$ cat src/rtl/pipe_unpack.sv
// Wide-to-narrow word unpacker: W_DATA words in, W_BEAT beats out (LSB beat first),
// with a two-entry (active + next) buffer so the input side keeps beat-rate throughput.
module pipe_unpack #(
  parameter int W_DATA = 32,
  parameter int W_BEAT = 8
) (
  input  logic              i_clk,
  input  logic              resetn,
  input  logic              i_valid,
  output logic              o_ready,
  input  logic [W_DATA-1:0] i_data,
  input  logic              i_last,
  output logic              o_valid,
  input  logic              i_ready,
  output logic [W_BEAT-1:0] o_data,
  output logic              o_last,
  output logic              o_busy
);

  localparam int N_BEATS = W_DATA / W_BEAT;
  localparam int W_CNT   = (N_BEATS > 1) ? $clog2(N_BEATS) : 1;
  localparam logic [W_CNT-1:0] CNT_MAX = W_CNT'(N_BEATS - 1);

  localparam logic [1:0] ST_EMPTY  = 2'd0;
  localparam logic [1:0] ST_ACTIVE = 2'd1;
  localparam logic [1:0] ST_FULL   = 2'd2;

  if ((W_DATA % W_BEAT) != 0) begin : g_bad_width
    $error("pipe_unpack: W_DATA must be a multiple of W_BEAT");
  end

  logic [1:0]        state_q, state_d;
  logic [W_CNT-1:0]  cnt_q, cnt_d;
  logic [W_DATA-1:0] active_q, active_d;
  logic              active_last_q, active_last_d;
  logic [W_DATA-1:0] next_q, next_d;
  logic              next_last_q, next_last_d;
  logic              ready_q, ready_d;

  logic accept_s;
  logic emit_s;
  logic wrap_s;
  logic [N_BEATS-1:0][W_BEAT-1:0] beats_s;

  assign accept_s = i_valid & ready_q;
  assign emit_s   = (state_q != ST_EMPTY) & i_ready;
  assign wrap_s   = emit_s & (cnt_q == CNT_MAX);
  assign beats_s  = active_q;

  // Next-state: buffer occupancy, beat counter and word registers.
  always_comb begin
    state_d       = state_q;
    cnt_d         = cnt_q;
    active_d      = active_q;
    active_last_d = active_last_q;
    next_d        = next_q;
    next_last_d   = next_last_q;

    if (emit_s) begin
      if (wrap_s) begin
        cnt_d = {W_CNT{1'b0}};
      end else begin
        cnt_d = cnt_q + 1'b1;
      end
    end else begin
      cnt_d = cnt_q;
    end

    case (state_q)
      ST_EMPTY: begin
        if (accept_s) begin
          active_d      = i_data;
          active_last_d = i_last;
          cnt_d         = {W_CNT{1'b0}};
          state_d       = ST_ACTIVE;
        end else begin
          state_d = ST_EMPTY;
        end
      end
      ST_ACTIVE: begin
        // A new word arriving with the final beat goes straight into active: no bubble.
        if (wrap_s && accept_s) begin
          active_d      = i_data;
          active_last_d = i_last;
          state_d       = ST_ACTIVE;
        end else if (wrap_s) begin
          state_d = ST_EMPTY;
        end else if (accept_s) begin
          next_d      = i_data;
          next_last_d = i_last;
          state_d     = ST_FULL;
        end else begin
          state_d = ST_ACTIVE;
        end
      end
      ST_FULL: begin
        if (wrap_s) begin
          active_d      = next_q;
          active_last_d = next_last_q;
          state_d       = ST_ACTIVE;
        end else begin
          state_d = ST_FULL;
        end
      end
      default: begin
        state_d = ST_EMPTY;
        cnt_d   = {W_CNT{1'b0}};
      end
    endcase

    ready_d = (state_d != ST_FULL);
  end

  // State registers; reset drops any in-flight words.
  always_ff @(posedge i_clk or negedge resetn) begin
    if (!resetn) begin
      state_q       <= ST_EMPTY;
      cnt_q         <= {W_CNT{1'b0}};
      active_q      <= {W_DATA{1'b0}};
      active_last_q <= 1'b0;
      next_q        <= {W_DATA{1'b0}};
      next_last_q   <= 1'b0;
      ready_q       <= 1'b1;
    end else begin
      state_q       <= state_d;
      cnt_q         <= cnt_d;
      active_q      <= active_d;
      active_last_q <= active_last_d;
      next_q        <= next_d;
      next_last_q   <= next_last_d;
      ready_q       <= ready_d;
    end
  end

  assign o_ready = ready_q;
  assign o_valid = (state_q != ST_EMPTY);
  assign o_busy  = (state_q != ST_EMPTY);
  assign o_data  = beats_s[cnt_q];
  assign o_last  = active_last_q & (cnt_q == CNT_MAX);

endmodule

$ cat config.mk
export PLATFORM = sky130hd
export DESIGN_NAME = pipe_unpack
export DESIGN_NICKNAME = d
export VERILOG_FILES = /design/src/rtl/pipe_unpack.sv
export SDC_FILE = /design/constraint.sdc
export NUM_CORES = 1
export LEC_CHECK = 0
export ABC_AREA = 1
export BUFFER_PORTS_ARGS = -buffer_cell sky130_fd_sc_hd__buf_4
export CORE_AREA = 3 3 59 115
export DETAILED_ROUTE_END_ITERATION = 6
export DIE_AREA = 0 0 62 118
export PLACE_DENSITY = 0.88
export SLEW_MARGIN = 10
export SYNTH_ARGS = -nofsm -noshare
export SYNTH_HDL_FRONTEND = slang
export SYNTH_SLANG_ARGS = --single-unit
$ cat constraint.sdc
create_clock -name i_clk -period 3.45 [get_ports i_clk]
set_clock_uncertainty 0.15 [all_clocks]
set_input_delay 0.1725 -clock i_clk [delete_from_list [all_inputs] [get_ports i_clk]]
set_output_delay 0.1725 -clock i_clk [all_outputs]
set_load 0.05 [all_outputs]
==> impl_metrics.yaml <==
outcome:
  status: "completed"
global_route:
  grtUsageMet1: 0.317
  busiest_layer: "met2"
  grt_first_pass_wirelength_um: 13800
  grt_overflow: 0
  grt_pass1_vias: 3125
  grt_max_degree: 72
  grt_use_met3: 0.0801
  antenna_found_initial: 0
  groute.usage.overall: 0.253
  use_met2: 0.382
yosys:
  synth.yosys.seq_area_share: 0.507
  synth.distinct_cells: 23
  yosysTopAreaCellShare: 0.499
  synth_seq_cells: 71
  synth_area_leader_cell: "dfrtp_1"
  netlist_instances: 441
  synth_ff_type: "dfrtp_1"
  async_flop_share: 1.00
  synth_edf_count: 0
  yosysWarnings: 0
  synth_area_mm2: 0.00351
  synth.area.top_cells: "dfrtp_1, nand2_1, o21ai_0"
  synthesis.nets: 484
  postSynthAreaPerCell_um2: 7.96
sta:
  fmax_ghz: 0.377
  fin_tns_setup_ns: 0
  setup_violations: 0
  relSlewSlack: 0.278
  drv_slew: 0
  rsz0062_at_grt: "false"
  finalHoldViolCount: 0
  fin_crit_ns: 2.65
  finalCritPeriodShare: 0.769
  fin_ws_ns: 0.797
  worstMarginPinSlew_ns: 1.08
floorplanning:
  dieArea_mm2: 0.00732
  design.portCount: 49
  rows: 40
  dieHeight_um: 118
  die_x_um: 62
  start_util: 0.579
  fp.coreArea_mm2: 0.00606
place:
  place_worst_setup_slack_ns: 0.812
  placed_cells: 548
  gp_congestion: 0.923
  dp_hpwl_um: 5080
  io_buffer_count: 48
cells_and_area:
  layout-drive-gt1-share: 0.142
  utilization: 0.735
  layout.nets: 552
  antenna_cells: 0
  finalNonFillerCells: 598
  areaGrowthSynthToFinish_pct: 26.9
clock_tree:
  htree_levels: 3
  cts_tree: "built"
  clock-sinks: 71
  cts-buffers-inserted: 9
  cts_root_buf: "clkbuf_16"
  clk_latency_ns: 0.34
  cts.clk_slew.worst_paths_ns: 0.05
  clockBufferDepth: 2
drt:
  wl_per_cell_um: 13.4
  vias: 3163
  drtAntennaViolNets: 0
  via_per_inst: 5.29
  drcViolationCount: 0
  drt_iter0_drc: 147
  dr.pass1.iters: 6
  routed_wl_um: 8030
setup_path:
  cp-end-kind: "flip-flop"
  cp_slowest_cell: "nand3_2"
  crit_type: "flip-flop to flip-flop"
  crit_required_ns: 3.48
  cpLargestDelayFamily: "simple AND/OR/NAND/NOR gates"
  arrival_ns: 2.68
  worstPathCellList: "ha_1 -> nand3_4 -> nand3_2 -> nand2_1 -> o21ai_1"
  cp_num_buf_inv: 0
  startpoint_type: "flip-flop"
  slowest_delay_ns: 0.82
  crit_fanout: 66
power_and_ir_drop:
  leakagePower_nw: 2.26
  powerDensity_mw_per_mm2: 969
  peakVddDrop_mv: 0.555
flow_run:
  maxCapViolations: 0
min_path:
  hold_path.class: "input port to flip-flop"
-- report_power, final --
| part | total, mW | internal (mW) | switching (mW) |
|---|---|---|---|
| clock network | 0.909 | 0.575 | 0.334 |
| logic | 1.90 | 0.600 | 1.30 |
| registers | 1.50 | 1.24 | 0.260 |
| total | 4.31 | 2.41 | 1.90 |
-- synthesized netlist by cell type (6+ instances only) --
cell type and n:
buf_2 9, buf_4 7, clkbuf_1 6, dfrtp_1 70, ha_1 6, inv_1 39
nand2_1 139, nand3_1 33, nor2_1 19, o21ai_0 74, o21ai_1 11, o22ai_1 8
-- through the flow --
stage / power (mW) / hold slack (ns) / instance area, um2
4_1_cts: 4.31 / 0.108 / 4450
3_5_place_dp: 3.35 / 0.193 / 3820
2_1_floorplan: 2.96 / -0.273 / 3510
6_report: 4.31 / 0.133 / 4450
3_3_place_gp: 3.26 / 0.180 / 3820
5_1_grt: 4.63 / 0.169 / 4450
-- cell families after synthesis --
kind of cell | synth area share
DFF | 0.507
and+or+nand+nor | 0.230
AOI/OAI and AO/OA | 0.148
buffers and inverters | 0.0941
adders and majority gates | 0.0214
-- cell usage in the layout, fill, tap and decap left out, types with 2 or more instances in the layout --
cell,count
inv_1,39
nor3_1,2
o21ai_0,74
o21ai_1,11
clkbuf_1,2
buf_4,50
a21oi_1,4
clkbuf_16,9
nand3_1,33
nor2_1,19
o22ai_1,8
nand2_1,139
ha_1,5
dfrtp_1,70
inv_2,3
clkinv_2,3
dlygate4sd3_1,34
-- registers in the layout (all words and copies together), names as in the netlist --
register       cells
next_q            32
next_last_q        1
cnt_q              2
o_ready            1
active_q          32
active_last_q      1
state_q            2
-- final timing paths --
| path | from | endpoint | slack [ns] | depth (start not counted) |
|---|---|---|---|---|
| max in group asynchronous | resetn | next_q[22]$_DFFE_PN0P_ | 2.23 | 2 |
| worst max-delay path | cnt_q[0]$_DFF_PN0_ | next_q[16]$_DFFE_PN0P_ | 0.80 | 5 |
| min in group asynchronous | resetn | next_q[30]$_DFFE_PN0P_ | 0.35 | 2 |
| worst min register to register | active_q[9]$_DFFE_PN0P_ | active_q[9]$_DFFE_PN0P_ | 0.32 | 2 |
| worst min-delay path | i_ready | state_q[1]$_DFF_PN0_ | 0.13 | 4 |
| worst max register to register | cnt_q[0]$_DFF_PN0_ | next_q[16]$_DFFE_PN0P_ | 0.80 | 5 |
-- worst register-to-register path, stage by stage, from the launching register on --
cell and delay, ns:
dfrtp_1 0.56, ha_1 0.37, nand3_4 0.14, nand3_2 0.82, nand2_1 0.36, o21ai_1 0.11
-- layer usage --
| layer | share of wire | vias up |
|---|---|---|
| li1 | - | 1551 |
| met3 | 0.057 | 24 |
| met1 | 0.39 | 1464 |
| met4 | 0.032 | 0 |
| met5 | 0 | - |
| met2 | 0.52 | 124 |
-- repair_timing --
item                      in CTS  in global routing
hold endpoints to repair     103                  0
gates resized for setup        0                  0
hold buffers                  34                  0
buffers inserted               0                  0
-- final cells by class --
class / count / area (um2)
inverter: 42 / 158
tap: 84 / 105
multi-input combinational: 301 / 1400
sequential: 71 / 1780
timing repair buffer: 84 / 716
clock inverter: 4 / 45.0
fill: 416 / 1610
clock buffer: 12 / 246
No activity file was read; power rests on OpenSTA's default activity.
